`src/rtl/instr_fetch_unit.sv`:
```
// Instruction fetch unit: requests words from instruction memory, screens opcodes, issues legal ones downstream.
// Latency: ack edge to instr_valid is zero extra cycles (valid is the ISSUE state); best case one instruction per 2 cycles.
// Backpressure: imem_req holds until imem_ack; the issued instruction holds until instr_ready; illegal words are dropped.
module instr_fetch_unit #(
  parameter int              PC_W     = 8,
  parameter int              IW       = 16,
  parameter logic [PC_W-1:0] RESET_PC = {PC_W{1'b0}}
) (
  input  logic            clk,
  input  logic            rst_n,
  input  logic            run,
  output logic            imem_req,
  output logic [PC_W-1:0] imem_addr,
  input  logic            imem_ack,
  input  logic [IW-1:0]   imem_rdata,
  output logic [2:0]      control_opcode,
  output logic [IW-1:0]   instr_out,
  output logic            instr_valid,
  input  logic            instr_ready,
  output logic            illegal_op,
  output logic [PC_W-1:0] pc_out,
  output logic [7:0]      issue_count
);

  localparam logic [1:0] S_IDLE  = 2'b00;
  localparam logic [1:0] S_REQ   = 2'b01;
  localparam logic [1:0] S_ISSUE = 2'b10;

  localparam logic [2:0] OP_JUMP = 3'b011;

  logic [1:0]      state_q, state_d;
  logic [PC_W-1:0] pc_q, pc_d;
  logic [IW-1:0]   instr_q, instr_d;
  logic            illegal_q, illegal_d;
  logic [7:0]      cnt_q, cnt_d;

  // 000 and 111 are the only opcodes the control unit does not understand
  function automatic logic is_legal(input logic [2:0] op);
    return (op != 3'b000) && (op != 3'b111);
  endfunction

  // Next-state logic: fetch, screen and issue; pc only moves once an instruction is retired or dropped
  always_comb begin
    state_d   = state_q;
    pc_d      = pc_q;
    instr_d   = instr_q;
    illegal_d = 1'b0;
    cnt_d     = cnt_q;
    case (state_q)
      S_IDLE: begin
        if (run) state_d = S_REQ;
      end
      S_REQ: begin
        if (imem_ack) begin
          instr_d = imem_rdata;
          if (is_legal(imem_rdata[IW-1 -: 3])) begin
            state_d = S_ISSUE;
          end else begin
            // Dropped word: flag it for one cycle and step past it
            illegal_d = 1'b1;
            pc_d      = pc_q + PC_W'(1);
            state_d   = run ? S_REQ : S_IDLE;
          end
        end
      end
      S_ISSUE: begin
        if (instr_ready) begin
          cnt_d   = cnt_q + 8'd1;
          pc_d    = (instr_q[IW-1 -: 3] == OP_JUMP) ? instr_q[PC_W-1:0] : pc_q + PC_W'(1);
          state_d = run ? S_REQ : S_IDLE;
        end
      end
      default: state_d = S_IDLE;
    endcase
  end

  // State registers; reset discards any in-flight instruction immediately
  always_ff @(posedge clk or negedge rst_n) begin
    if (!rst_n) begin
      state_q   <= S_IDLE;
      pc_q      <= RESET_PC;
      instr_q   <= '0;
      illegal_q <= 1'b0;
      cnt_q     <= 8'd0;
    end else begin
      state_q   <= state_d;
      pc_q      <= pc_d;
      instr_q   <= instr_d;
      illegal_q <= illegal_d;
      cnt_q     <= cnt_d;
    end
  end

  assign imem_req       = (state_q == S_REQ);
  assign imem_addr      = pc_q;
  assign instr_valid    = (state_q == S_ISSUE);
  assign instr_out      = instr_q;
  assign control_opcode = instr_q[IW-1 -: 3];
  assign illegal_op     = illegal_q;
  assign pc_out         = pc_q;
  assign issue_count    = cnt_q;

endmodule

```
`config.mk`:
```
export PLATFORM = sky130hd
export DESIGN_NAME = instr_fetch_unit
export DESIGN_NICKNAME = d
export VERILOG_FILES = /design/src/rtl/instr_fetch_unit.sv
export SDC_FILE = /design/constraint.sdc
export NUM_CORES = 1
export LEC_CHECK = 0
export CAP_MARGIN = 40
export CORE_MARGIN = 5
export CORE_UTILIZATION = 48
export CTS_BUF_LIST = sky130_fd_sc_hd__clkbuf_8
export DETAILED_ROUTE_END_ITERATION = 16
export GPL_TIMING_DRIVEN = 0
export HOLD_SLACK_MARGIN = 0.06
export PLACE_DENSITY = 0.87
export SETUP_SLACK_MARGIN = 0.3
export SLEW_MARGIN = 20
export SYNTH_ARGS = -nofsm -noshare
export SYNTH_HDL_FRONTEND = slang
export SYNTH_SLANG_ARGS = --single-unit
```
`constraint.sdc`:
```
create_clock -name clk -period 3.7 [get_ports clk]
set_input_delay 1.11 -clock clk [delete_from_list [all_inputs] [get_ports clk]]
set_output_delay 1.11 -clock clk [all_outputs]
set_load 0.01 [all_outputs]
```
; Word level (Yosys, flattened, before mapping)
; Cells that the tools add are included.
[totals]
register_bits = 35
input_bits = 21
out_inout_bits = 46
wordCells = 37
[classes]
n_addsub = 2
eq_ne = 8
n_mux = 14
n_reduce_logical = 8
[op_table]
columns = op, n
row1 = two-way mux 8 bit, 4
row2 = "adder 8 x 1 -> 8 bit, second input constant", 2
row3 = one-hot mux 8 bit (2 select lines), 1
row4 = two-way mux 2 bit, 4
row5 = one-hot mux 2 bit (3 select lines), 1
row6 = two-way mux 1 bit, 4
row7 = "inequality test 2 x 1 -> 1 bit, second input constant", 2
row8 = "inequality test 2 bit, second input constant", 2
row9 = AND reduction 2 bit, 2
row10 = AND reduction 4 bit, 1
row11 = "== test 3 x 2 -> 1 bit, second input constant", 1
row12 = "inequality test 3 bit, second input constant", 1
row13 = AND reduction 3 bit, 1
row14 = nonzero test 3 bit, 1
row15 = "== test 2 x 1 -> 1 bit, second input constant", 1
row16 = "== test 2 bit, second input constant", 1
row17 = logical NOT 2 bit, 1
row18 = nonzero test 2 bit, 1
row19 = logical AND 1 bit, 1

; Logic depth before layout (Yosys ltp)
[depth]
depth_word = 5
depth_mapped = 5
mapped_depth_nobuf = 5

; Worst setup path before layout
; No wires, ideal clock.
[synth_timing]
kind = input to register
start = input imem_rdata[13]
end = register pc_q[2] (netlist: imem_addr[2])
setup_ps = 121
t_arrival_ps = 2162
t_required_ps = 3579
setup_slack_ps = 1417
cell_stages = 5
path_buffers = 0
path_cell_list = or3_1 > a21o_1 > inv_1 > nor2_2 > o22a_1
[synth_via]
elab_chain_cells = 4
elab_cells_between_ends = 5
classes_between = eq/ne: 2 / reduce/logical: 3
[synth_rtl]
columns = element, line_no
row1 = start: declaration, 15  ; input logic [IW-1:0] imem_rdata,
row2 = inequality test 3 bit / nonzero test 3 bit (equally long branches), 39  ; return (op != 3'b000) && (op != 3'b111);
row3 = logical AND 1 bit *, 39
row4 = inequality test 2 bit (no line) *, --
row5 = AND reduction 4 bit (no line) *, --
row6 = end signal: assignment, 87  ; pc_q <= pc_d;
row7 = end: declaration, 32  ; logic [PC_W-1:0] pc_q, pc_d;
; Mark *: on every way between the ends. The rest lies on a longest branch, timed or not.
; A chain may end at the register's enable or synchronous reset.

; Final worst setup path
[layout_timing]
start = register state_q[0]
end = output instr_valid
[layout_via]
elab_chain_cells = 1
[layout_rtl]
columns = element, line_no
row1 = start: declaration, 31  ; logic [1:0] state_q, state_d;
row2 = start signal: assignment, 86  ; state_q <= state_d;
row3 = == test 2 bit, 96  ; assign instr_valid = (state_q == S_ISSUE);
row4 = end: declaration, 18  ; output logic instr_valid,
; Every way passes these cells.

==> metrics.cfg <==
[global_route]
grt_overflow = 0
grt_pass1_wl_um = 7107
antenna_found_initial = 0
track_usage = 0.1838
grt_pass1_vias = 1484
grt_max_degree = 33

[logic_synthesis]
yosys.area_share.simple = 0.1239
synth-adder-area-share = 0.01475
ys.flop_type = dfrtp_1
synth_top_family_by_area = multiplexers
synth.distinct_cells = 30
yosys_warnings = 0
syn-num-nets = 169
synth-async-reset-ratio = 1.000
synth_xor_area_frac = 0.03614
synth_compound_area_frac = 0.08260
seq_area_frac_synth = 0.5162
synth_cells = 146
synth-seq-cells = 35
synthesis.area_mm2 = 0.001697
synthMuxAreaShare = 0.1571
synth_edf_count = 0
avgSynthCellArea_um2 = 11.62

[sta]
relSlewSlack = 0.5958
rsz0062_at_grt = false
drv_slew = 0
period_minus_slack_ns = 2.662
fin_crit_sh = 0.7195
max_clock_freq_ghz = 0.3757
setup_viol = 0
hold_violations = 0
finalSetupTns_ns = 0
worstMarginPinSlew_ns = 0.6016
timing.final.ws_setup_ns = 1.038
finClkSkew_ns = 0.008216
whs_ns = 0.4696

[setup_path]
required_ns = 2.59
cp_max_fo = 5
arrival_ns = 1.55
worstSetupPathType = flip-flop to primary output
critPathSlowestCell = clkdlybuf4s50_1
path_depth = 3
cp_top_family = buffers and inverters
timing.critical_path.cells = nand2b_1 -> inv_1 -> clkdlybuf4s50_1
max_stage_delay_ns = 0.55
rr_worst_depth = 5
start_kind = flip-flop
cp-end-kind = primary output
path_buf_inv = 2

[detailed_routing]
viasPerCell = 5.367
wl_per_cell_um = 15.60
drt_wl_total_um = 4165
vias = 1433
firstDrtPassIters = 4
drt-initial-drc-count = 77
ant_nets = 0
route.detailed.drc = 0

[final_layout]
fillers = 212
final_nets = 243
drive_above_1_share = 0.1946
area_growth_pct = 50.15
antenna_cells = 0
stdcell_area_mm2 = 0.002547

[placed_design]
gp_congestion = 0.7368
dp_slack_ns = 0.7728
hpwlAfterDp_um = 3179
io_buffers = 66
place_area_mm2 = 0.002430

[hold_path]
hold_depth = 1
hp-class = flip-flop to flip-flop

[cts]
cts_setup_buffers = 0
clock_sinks = 35
h-tree-depth = 2
clk-insertion-delay-late_ns = 0.29
ctsResizeCount = 0
root_buffer = clkbuf_8
cts_hold_buf = 0
clk_pin_slew_ns = 0.07
cts_tree = built
cts_buffer_depth = 2
cts-buffers-inserted = 5

[die]
placementRows = 21
core_area_mm2 = 0.003390
pin_count = 67
die-area_mm2 = 0.004823
initial_utilization = 0.5006
die_h_um = 69.45
die_w_um = 69.45

[job]
maxCapViolCount = 0

[power_and_ir_drop]
power_density_mw_per_mm2 = 700.8
leakagePower_nw = 1.143
p_total_mw = 1.785
peakVddDrop_mv = 0.4260

[outcome]
outcome = complete, no violations

## power breakdown
part | internal [mW] | switching (mW) | total, mW
Sequential | 0.516 | 0.152 | 0.668
Combinational | 0.487 | 0.281 | 0.768
Clock | 0.218 | 0.131 | 0.349
Total | 1.22 | 0.564 | 1.79
## registers in the layout (all words and copies together), names as in the netlist
register and flops:
instr_out 16, imem_addr 8, issue_count 8, state_q 2, illegal_op 1
## kinds of logic (layout without fill, tap and decap cells)
| family | after synthesis | in the layout |
|---|---|---|
| buffers and inverters | 18 | 93 |
| DFF | 35 | 35 |
| xor gates and xnor gates | 7 | 7 |
| AOI/OAI and AO/OA | 20 | 20 |
| adders and majority gates | 2 | 2 |
| and+or+nand+nor | 40 | 40 |
| muxes | 24 | 24 |
## cell usage after synthesis, types with 2 or more instances
cell type | count | area, um^2
nor2_1 | 3 | 11.26
o22ai_1 | 2 | 12.51
ha_1 | 2 | 25.02
dfrtp_1 | 35 | 875.8
o21ai_0 | 3 | 15.01
nand3_1 | 13 | 65.06
o211ai_1 | 6 | 45.04
o22a_1 | 3 | 26.28
a21oi_1 | 2 | 10.01
nand3b_1 | 2 | 15.01
mux2_2 | 17 | 191.4
nand2b_1 | 2 | 12.51
inv_1 | 5 | 18.77
nor3_1 | 3 | 15.01
xnor2_1 | 7 | 61.31
nand2_1 | 9 | 33.78
nand4_1 | 3 | 18.77
a22oi_1 | 2 | 15.01
mux2i_1 | 6 | 60.06
buf_4 | 11 | 82.58
## worst reg2reg max path: stages, from the launching register on
cell	delay (ns)
dfrtp_1	0.43
nand3b_1	0.43
a21o_1	0.39
inv_1	0.16
nor2_2	0.11
o22a_1	0.24
## metal layers
layer	vias to the layer above	global-route usage	part of all wire
met5	-	0	0
met2	81	0.3008	0.48
met1	682	0.2128	0.39
met4	0	0.06941	0.024
met3	9	0.07826	0.11
li1	661	-	-
## per-stage QoR
step           utilization  std cells
3_3_place_gp        0.7124        258
4_1_cts             0.7516        267
2_1_floorplan            -        146
5_1_grt             0.7516        267
3_5_place_dp        0.7169        259
6_report            0.7516        267
## final timing paths
kind,slack [ns],to,start
setup / recovery,1.04,instr_valid,state_q[0]$_DFFE_PN0P_
hold / removal,0.47,issue_count[7]$_DFFE_PN0P_,issue_count[7]$_DFFE_PN0P_
setup reg to reg,1.84,imem_addr[3]$_DFFE_PN0P_,state_q[1]$_DFFE_PN0P_
hold reg to reg,0.47,issue_count[7]$_DFFE_PN0P_,issue_count[7]$_DFFE_PN0P_
max in group asynchronous,2.70,instr_out[8]$_DFFE_PN0P_,rst_n
min in group asynchronous,0.63,issue_count[7]$_DFFE_PN0P_,rst_n
## cell usage in the layout (no fill, tap or decap), types with 2 or more instances in the layout
cell	Yosys	layout
clkdlybuf4s50_1	0	65
dfrtp_1	35	35
mux2_2	17	17
nand3_1	13	13
buf_4	11	11
nand2_1	9	9
xnor2_1	7	7
mux2i_1	6	6
o211ai_1	6	6
clkbuf_8	0	6
inv_1	5	5
nor2_1	3	3
nor3_1	3	3
o22a_1	3	3
nand4_1	3	3
o21ai_0	3	3
nand2b_1	2	2
nand3b_1	2	2
buf_2	1	2
o22ai_1	2	2
a22oi_1	2	2
a21oi_1	2	2
ha_1	2	2
## final cells by class
| cell class | instances | area [um^2] | share of cell area |
|---|---|---|---|
| inverter | 5 | 18.77 | 0.007367 |
| clock inverter | 2 | 35.03 | 0.01375 |
| tap | 46 | 57.56 | 0.02259 |
| clock buffer | 6 | 82.58 | 0.03242 |
| buffer | 13 | 98.84 | 0.03880 |
| sequential | 35 | 875.8 | 0.3438 |
| timing repair buffer | 67 | 675.6 | 0.2652 |
| multi-input combinational | 93 | 703.2 | 0.2760 |
Note: power is estimated with default switching activity, not from simulation.
